## src/rtl/alu_hs.sv

```systemverilog
// alu_hs: N-bit ALU with valid/ready handshakes on both sides, a registered
// result with NZCV flags, an illegal-opcode flag and an iterative multiplier
// that retires MUL_STEP multiplier bits per BUSY cycle.
module alu_hs #(
  parameter int N        = 64,
  parameter int MUL_STEP = 1
) (
  input  logic         clk,
  input  logic         reset,
  input  logic         in_valid,
  output logic         in_ready,
  input  logic [N-1:0] a,
  input  logic [N-1:0] b,
  input  logic [3:0]   ALUControl,
  output logic         out_valid,
  input  logic         out_ready,
  output logic [N-1:0] result,
  output logic         zero,
  output logic         negative,
  output logic         carry,
  output logic         overflow,
  output logic         illegal
);

  localparam int STEPS = N / MUL_STEP;
  localparam int CW    = $clog2(STEPS);

  localparam logic [3:0] OP_AND  = 4'b0000;
  localparam logic [3:0] OP_OR   = 4'b0001;
  localparam logic [3:0] OP_ADD  = 4'b0010;
  localparam logic [3:0] OP_SUB  = 4'b0110;
  localparam logic [3:0] OP_PASS = 4'b0111;
  localparam logic [3:0] OP_NOR  = 4'b1100;
  localparam logic [3:0] OP_MUL  = 4'b1000;

  typedef enum logic [1:0] {S_IDLE, S_BUSY, S_HOLD} state_t;

  state_t           r_state;
  state_t           w_state_next;
  logic [N-1:0]     r_result;
  logic             r_carry;
  logic             r_overflow;
  logic             r_illegal;
  logic [2*N-1:0]   r_mcand;
  logic [N-1:0]     r_mplier;
  logic [2*N-1:0]   r_acc;
  logic [CW-1:0]    r_count;

  logic             w_accept;
  logic             w_is_mul;
  logic             w_last_step;
  logic [N-1:0]     w_bop;
  logic [N:0]       w_sum;
  logic [N-1:0]     w_res;
  logic             w_c;
  logic             w_v;
  logic             w_ill;
  logic [2*N-1:0]   w_pp;
  logic [2*N-1:0]   w_acc_next;

  // Ready is held low while reset is asserted so nothing is taken mid-reset.
  assign in_ready    = reset && ((r_state == S_IDLE) || ((r_state == S_HOLD) && out_ready));
  assign w_accept    = in_valid && in_ready;
  assign w_is_mul    = (ALUControl == OP_MUL);
  assign w_last_step = (r_count == CW'(STEPS - 1));

  assign out_valid = (r_state == S_HOLD);
  assign result    = r_result;
  assign zero      = (r_result == '0);
  assign negative  = r_result[N-1];
  assign carry     = r_carry;
  assign overflow  = r_overflow;
  assign illegal   = r_illegal;

  // Single-cycle operations: SUB shares the adder as a + ~b + 1.
  always_comb begin
    w_bop = (ALUControl == OP_SUB) ? ~b : b;
    w_sum = {1'b0, a} + {1'b0, w_bop} + {{N{1'b0}}, (ALUControl == OP_SUB)};
    w_res = '0;
    w_c   = 1'b0;
    w_v   = 1'b0;
    w_ill = 1'b0;
    case (ALUControl)
      OP_AND:  w_res = a & b;
      OP_OR:   w_res = a | b;
      OP_ADD, OP_SUB: begin
        w_res = w_sum[N-1:0];
        w_c   = w_sum[N];
        w_v   = (a[N-1] == w_bop[N-1]) && (w_sum[N-1] != a[N-1]);
      end
      OP_PASS: w_res = b;
      OP_NOR:  w_res = ~(a | b);
      OP_MUL:  w_res = '0;
      default: w_ill = 1'b1;
    endcase
  end

  // Partial product for the low MUL_STEP multiplier bits, added into the accumulator.
  always_comb begin
    w_pp = '0;
    for (int i = 0; i < MUL_STEP; i++) begin
      if (r_mplier[i]) w_pp = w_pp + (r_mcand << i);
    end
    w_acc_next = r_acc + w_pp;
  end

  // State register.
  always_ff @(posedge clk or negedge reset) begin
    if (!reset) r_state <= S_IDLE;
    else        r_state <= w_state_next;
  end

  // Next-state logic; HOLD with out_ready behaves like IDLE for a new accept.
  always_comb begin
    w_state_next = r_state;
    case (r_state)
      S_IDLE: if (w_accept) w_state_next = w_is_mul ? S_BUSY : S_HOLD;
      S_BUSY: if (w_last_step) w_state_next = S_HOLD;
      S_HOLD: begin
        if (w_accept)       w_state_next = w_is_mul ? S_BUSY : S_HOLD;
        else if (out_ready) w_state_next = S_IDLE;
      end
      default: w_state_next = S_IDLE;
    endcase
  end

  // Result/flag registers and the iterative multiplier datapath.
  always_ff @(posedge clk or negedge reset) begin
    if (!reset) begin
      r_result   <= '0;
      r_carry    <= 1'b0;
      r_overflow <= 1'b0;
      r_illegal  <= 1'b0;
      r_mcand    <= '0;
      r_mplier   <= '0;
      r_acc      <= '0;
      r_count    <= '0;
    end else if (w_accept && w_is_mul) begin
      // Result outputs keep their previous value until the product is ready.
      r_mcand  <= {{N{1'b0}}, a};
      r_mplier <= b;
      r_acc    <= '0;
      r_count  <= '0;
    end else if (w_accept) begin
      r_result   <= w_res;
      r_carry    <= w_c;
      r_overflow <= w_v;
      r_illegal  <= w_ill;
    end else if (r_state == S_BUSY) begin
      r_mcand  <= r_mcand << MUL_STEP;
      r_mplier <= r_mplier >> MUL_STEP;
      r_acc    <= w_acc_next;
      r_count  <= r_count + 1'b1;
      if (w_last_step) begin
        r_result   <= w_acc_next[N-1:0];
        r_carry    <= 1'b0;
        r_overflow <= |w_acc_next[2*N-1:N];
        r_illegal  <= 1'b0;
      end
    end
  end

endmodule

```

## config.mk

```make
export PLATFORM = sky130hd
export DESIGN_NAME = alu_hs
export DESIGN_NICKNAME = d
export VERILOG_FILES = /design/src/rtl/alu_hs.sv
export SDC_FILE = /design/constraint.sdc
export NUM_CORES = 1
export LEC_CHECK = 0
export ABC_AREA = 0
export CORE_MARGIN = 4
export CORE_UTILIZATION = 50
export DETAILED_ROUTE_END_ITERATION = 10
export DONT_BUFFER_PORTS = 1
export PLACE_DENSITY = 0.74
export SLEW_MARGIN = 20
export SYNTH_ARGS = -nofsm -noshare
export SYNTH_HDL_FRONTEND = slang
export SYNTH_SLANG_ARGS = --single-unit
```

## constraint.sdc

```tcl
create_clock -name clk -period 5.3 [get_ports clk]
set_input_delay 0.265 -clock clk [delete_from_list [all_inputs] [get_ports clk]]
set_output_delay 0.265 -clock clk [all_outputs]
set_load 0.02 [all_outputs]
```

; Yosys cells after proc, flatten, opt, wreduce, memory -nomap -nowiden
; Index checks and enable logic that the tools add are counted.
; Widths: inputs -> output; s select.
[word_totals]
reg_bits = 395
elab_cells = 85
[op_classes]
add_sub_neg = 4
n_eq_ne = 15
muxes = 34
bitwise_logic = 5
reduce_logical = 18
[ops]
columns = op, count
row1 = $mux 128, 7
row2 = $mux 64, 7
row3 = $pmux 64 s5, 1
row4 = $add 128x128->128, 1
row5 = $not 64->64, 2
row6 = $add 64x64->65, 1
row7 = $add 65x1->65, 1
row8 = $and 64x64->64, 1
row9 = $logic_not 64->1, 1
row10 = $or 64x64->64, 1
row11 = $reduce_or 64->1, 1
row12 = $mux 6, 3
row13 = $mux 1, 10
row14 = $mux 2, 5
row15 = $eq 4x3->1 const B, 2
row16 = $eq 4x4->1 const B, 2
row17 = $reduce_or 7->1, 1
row18 = $add 6x1->6 const B, 1
row19 = $eq 6x6->1 const B, 1
row20 = $pmux 2 s3, 1
row21 = $reduce_and 3->1, 2
row22 = $reduce_bool 2->1, 3
row23 = $logic_and 1x1->1, 5
row24 = $eq 4x1->1 const B, 1
row25 = 14 further kinds, 15

; Longest topological paths before layout
[logic_depth]
ltp_word = 8
depth_mapped = 21
depth_no_buf = 18

; Worst setup path before layout
; Ideal clock, no wire load.
[synth_timing]
kind = input to register
startpoint = input port ALUControl[2]
endpoint = register r_result[60] (netlist: result[60])
setup_ns = 0.126
arrival_time_ns = 4.848
t_required_ns = 5.174
setup_slack_ns = 0.326
stages = 20
path_buffers = 3
cell_sequence = clkbuf_1 > nor4bb_1 > clkbuf_1 > buf_1 > xor2_1 > ha_1 > a21oi_1 > o21ai_0 > a2111oi_0 > a211oi_1 > o2111a_1 > o2111a_1 > nor2_1 > o2111ai_1 > o211ai_1 > o21ai_0 > a221o_1 > xor2_1 > a221oi_1 > nor2_1
[synth_via]
elab_chain_cells = 6
word_cells_on_any_way = 16
cone_classes = add/sub (2) / eq/ne (6) / mux (3) / bitwise (1) / reduce/logical (4)
[synth_rtl]
columns = item, line_no
row1 = from (decl), 14  ; input logic [3:0] ALUControl,
row2 = $eq 4x3->1, "77, 78, 83"
row3 = $mux 64, 77  ; w_bop = (ALUControl == OP_SUB) ? ~b : b;
row4 = $add 64x64->65, 78  ; w_sum = {1'b0, a} + {1'b0, w_bop} + {{N{1'b0}}, (ALUControl == OP_SUB)};
row5 = $add 65x1->65, 78
row6 = $pmux 64 s5, 83  ; case (ALUControl)
row7 = $mux 64, 144  ; end else if (w_accept) begin
row8 = to (signal assigned), 145  ; r_result <= w_res;
row9 = to (signal assigned), 155  ; r_result <= w_acc_next[N-1:0];
row10 = to (decl), 40  ; logic [N-1:0] r_result;
; Several ways; a longest one is shown, not always the timed one.
; A chain may end at the register's enable or synchronous reset.

; Worst setup path in the final report
[layout_timing]
startpoint = register r_mplier[0]
endpoint = register r_overflow (netlist: overflow)
[layout_via]
elab_chain_cells = 6
[layout_rtl]
columns = item, line_no
row1 = from (decl), 45  ; logic [N-1:0] r_mplier;
row2 = from (signal assigned), 151  ; r_mplier <= r_mplier >> MUL_STEP;
row3 = $mux 128, 102  ; if (r_mplier[i]) w_pp = w_pp + (r_mcand << i);
row4 = $add 128x128->128, 104  ; w_acc_next = r_acc + w_pp;
row5 = $reduce_or 64->1, 157  ; r_overflow <= |w_acc_next[2*N-1:N];
row6 = $mux 1, 154  ; if (w_last_step) begin
row7 = $mux 1, 149  ; end else if (r_state == S_BUSY) begin
row8 = $mux 1, 144
row9 = to (signal assigned), 147  ; r_overflow <= w_v;
row10 = to (signal assigned), 157
row11 = to (decl), 42  ; logic r_overflow;
; Every way passes these cells. The select of a mux whose other input is x is not followed.

==> results summary <==
The endpoint of the worst-slack reg-to-reg timing path is overflow. The die area is roughly 70000 um^2. The placed wire-length estimate came out at ~100000 um. Leaving out fill and tap cells, the most frequent cell in the layout is sky130_fd_sc_hd__nand2_1. The kind of end point of the critical path is a flop.

Setup repair after global routing left no endpoint under its margin. Buffers placed on the I/O ports in this run total 0. The total negative slack for setup checks came out at 0 ns.

The arrival time of data at the critical path endpoint came out at ~5.6 ns. TritonCTS built the clock tree. In this run the mean area of a mapped cell was about 7.7 um^2. The unique cell type count in the Yosys netlist came out at 94. The share of power burned in registers is between 30% and 40%. The placer congestion estimate came out at 1.05. The die height is 267 um. After synthesis, the share of flip-flops with an asynchronous set or reset is 100%.

The detailed router placed about 35000 vias in this run. In the final design database the tool counted ~4800 nets. The post-route antenna net violation count is 0.

The most critical setup path has its startpoint at r_mplier[0]. The checks that failed: hold timing. The total of hold buffers inserted after clock tree synthesis is roughly 130.

The library cells used most frequently in the layout, excluding fill and tap cells, are sky130_fd_sc_hd__nand2_1, sky130_fd_sc_hd__dfrtp_1, sky130_fd_sc_hd__o21ai_0. Global routing used between 30% and 40% of the available tracks across all layers. From synthesis to final layout, the design area changed by 14.6%. The core region area is roughly 66000 um^2. Synthesis produced a netlist whose cell count is approximately 4400. The source-to-sink clock delay at the later pin of the worst-skew pair came out at between 0.6 and 0.7 ns. The run finished, with violations left. For the final database, setup skew stands at between 0.02 and 0.03 ns. The post-route DRC violation count came out at 0.

The total of flip-flops plus latches after synthesis came out at about 400. The register-to-register path setup slack is about 0.18 ns. The buffer levels on the longest clock path came out at 3.

The largest voltage drop on the vdd net is just under 0.3 mV. The primary flip-flop cell chosen by synthesis mapping is sky130_fd_sc_hd__dfrtp_1. The number of antenna violations at the first check in global routing is 6. The initial core utilization came out at around half. The first-pass GRT wire length is around 200000 um. The total power is 16.3 mW.

The critical path class is reg -> reg. Yosys mapped a number of flops with a built-in enable equal to 0. The routed length per instance came out at 24.7 um. The endpoint of the most critical setup path is overflow.

The post-synthesis net count came out at 4684. The final global-route overflow total is 0. Timing would allow up to 0.195 GHz. Clock tree synthesis found a total of 395 sinks. The final cell utilization of the core came out at 58.1%.

STA classifies the critical path startpoint as a flop. The largest fanout of any net on the critical path is 44. The part of the total power dissipated in combinational logic came out at about two fifths. The count of endpoints failing hold in the final timing report was 395. The total number of placement rows came out at between 90 and 100.

The count of final max-slew check failures is 0. The proportion of layout cells with a drive suffix above 1 came out at 8.11%. Measured in cells, the most critical reg-to-reg path has a length of 18.

The top-level I/O count came out at around 210. The average vias per placed instance is ~6.5. The startpoint identified for the worst register-to-register timing path is r_mplier[0]. The net switching power of the design is 6.99 mW. The via count of the first global-routing pass came to between 30000 and 40000. Clock tree synthesis inserted a total of 49 buffers. Sequential elements use between 20% and 30% of the synthesized area. The share of power burned in the clock network is around a quarter. Net switching is 43.0% of the power. The data required time of the critical path came out at 5.79 ns. The path class of the tightest hold or removal check is in -> async.

The tree is rooted in a sky130_fd_sc_hd__clkbuf_16. Entering global routing, the biggest net connects about 400 pins. The mapped cell area is about 33000 um^2. The number of levels in the clock H-tree came out at 2. Across all hold checks on the routed design, the worst slack comes to -0.626 ns. Setup violations remaining at the end of the flow were counted as 0. For this design the static power due to leakage is ~16 nW. The actual slew at the worst max-slew pin is about 1.1 ns. The count of TritonRoute iterations in the first routing pass is 7. Measured against its own limit, the worst slew margin works out to between 20% and 30%. The tool flagged a number of max-cap violations equal to 0. The number of warnings reported in the yosys synthesis log is 0. From left edge to right edge, the die measures 267 um. The routed design has 132000 um of wire.

The internal power came out at 9.26 mW. The count of routing violations after the opening detailed-route iteration came out at slightly above 4000. The period utilization is between 90% and 100%. The worst path in the final design needs a cycle of around 5 ns, including I/O delays and setup.

Dividing total power by cell area gives a power density of between 400 and 500 nW/um^2. The clock transition at the register clock pins on the worst setup and hold paths after CTS is around 0.07 ns.
## synth_stat cells, types with 17 or more instances
cell                       number  area [um^2]
sky130_fd_sc_hd__nand2_1      749         2810
sky130_fd_sc_hd__dfrtp_1      395         9880
sky130_fd_sc_hd__o21ai_0      341         1710
sky130_fd_sc_hd__a21oi_1      335         1680
sky130_fd_sc_hd__nor2_1       330         1240
sky130_fd_sc_hd__clkbuf_1     261          980
sky130_fd_sc_hd__ha_1         193         2410
sky130_fd_sc_hd__xor2_1       148         1300
sky130_fd_sc_hd__and2_1       136          851
sky130_fd_sc_hd__nand3_1      133          666
sky130_fd_sc_hd__nand4_1      105          657
sky130_fd_sc_hd__a22oi_1      102          766
sky130_fd_sc_hd__o31ai_1       86          646
sky130_fd_sc_hd__xnor2_1       86          753
sky130_fd_sc_hd__a21o_1        85          638
sky130_fd_sc_hd__a31oi_1       83          519
sky130_fd_sc_hd__maj3_1        60          601
sky130_fd_sc_hd__nor3_1        55          275
sky130_fd_sc_hd__o21a_1        52          390
sky130_fd_sc_hd__inv_1         49          184
sky130_fd_sc_hd__a221oi_1      48          420
sky130_fd_sc_hd__o21bai_1      40          300
sky130_fd_sc_hd__o221ai_1      36          315
sky130_fd_sc_hd__o21ai_1       32          160
sky130_fd_sc_hd__nor4_1        31          194
sky130_fd_sc_hd__buf_1         26         97.6
sky130_fd_sc_hd__a22o_1        24          210
sky130_fd_sc_hd__nor2b_1       22          138
sky130_fd_sc_hd__a211oi_1      20          150
sky130_fd_sc_hd__nand2b_1      20          125
sky130_fd_sc_hd__and4_1        19          166
sky130_fd_sc_hd__and3_1        17          106
sky130_fd_sc_hd__o211ai_1      17          128
## layer usage
layer	part of all wire (%)	vias to the layer above	wire length (um)	GRT usage [%]
li1	-	16000	-	-
met1	43	16800	57000	51.2
met2	43	1716	56500	54.9
met3	9.6	304	12600	7.35
met4	4.1	6	5430	11.9
met5	0.087	-	114	0.946
## metrics by stage
| stage | worst slack [ns] | area, um^2 | instances |
|---|---|---|---|
| CTS | 0.00517 | 38000 | 5316 |
| global route | 0.0177 | 38300 | 5329 |
| detailed placement | 0.0983 | 34800 | 5091 |
| floorplan | 0.326 | 33400 | 4353 |
| finish | 0.184 | 38300 | 5331 |
| global placement | 0.0543 | 34800 | 5091 |
## timing repair
action                                 in CTS  in global routing
setup endpoints to repair                   0                  1
endpoints found under the hold margin     532                395
setup buffers                               0                 12
resized for setup                           0                 49
## critical path, stage by stage (launching register included)
cell	delay [ns]
sky130_fd_sc_hd__dfrtp_2	0.47
sky130_fd_sc_hd__buf_12	0.19
sky130_fd_sc_hd__and2_1	0.17
sky130_fd_sc_hd__ha_1	0.35
sky130_fd_sc_hd__a21oi_1	0.25
sky130_fd_sc_hd__o21ai_0	0.18
sky130_fd_sc_hd__a221oi_1	0.35
sky130_fd_sc_hd__o21ai_2	0.17
sky130_fd_sc_hd__buf_4	0.19
sky130_fd_sc_hd__a21o_1	0.23
sky130_fd_sc_hd__a21o_1	0.25
sky130_fd_sc_hd__a31oi_1	0.60
sky130_fd_sc_hd__mux2i_1	0.23
sky130_fd_sc_hd__a21o_2	0.26
sky130_fd_sc_hd__a2111o_1	0.30
sky130_fd_sc_hd__nor4_2	0.31
sky130_fd_sc_hd__nand4_1	0.17
sky130_fd_sc_hd__o31ai_2	0.23
sky130_fd_sc_hd__nand2b_1	0.10
## power groups by stage
stage | Clock (mW) | Sequential, mW | Combinational, mW
floorplan | 0 | 5.13 | 4.58
global placement | 0 | 5.62 | 6.22
detailed placement | 0 | 5.62 | 6.30
CTS | 3.97 | 5.59 | 6.45
global route | 4.10 | 5.76 | 7.27
finish | 3.94 | 5.65 | 6.65
## state kept, by name, summed over array words and instances (netlist names)
register and flops:
carry 1, illegal 1, overflow 1, r_acc 128, r_count 6, r_mcand 128, r_mplier 64, r_state 2
result 64
## how the worst min path moves through the flow
| stage | cells past startpoint | slack (ns) | start | end |
|---|---|---|---|---|
| final | 0 | -0.63 | reset | r_acc[71] |
| after global routing | 0 | -0.65 | reset | r_acc[78] |
| after CTS | 0 | -0.63 | reset | r_acc[78] |
| after detailed placement | 0 | 0.02 | reset | r_mcand[3] |
| after global placement | 0 | 0.02 | reset | r_acc[2] |
| after floorplan | 0 | -0.03 | reset | carry |
## logic make-up (layout without fill, tap and decap cells)
family,Yosys count,in the layout,synth area share (%)
AOI/OAI and AO/OA,1417,1417,27.2
xor gates and xnor gates,234,234,6.13
adders and majority gates,255,255,9.14
buffers and inverters,351,462,4.14
DFF,395,395,29.6
muxes,16,16,0.487
other,0,3,0
and+or+nand+nor,1685,1685,23.3
## cell type report
class                           count  area [um^2]
Fill cell                        6066        27700
Timing Repair Buffer              322         2840
Antenna cell                        3         7.51
Tap cell                          864         1080
Sequential cell                   395         9890
Inverter                           49          184
Multi-Input combinational cell   3607        22400
Clock buffer                       59         1330
Clock inverter                     32          554
(Power assumes the default switching activity.)
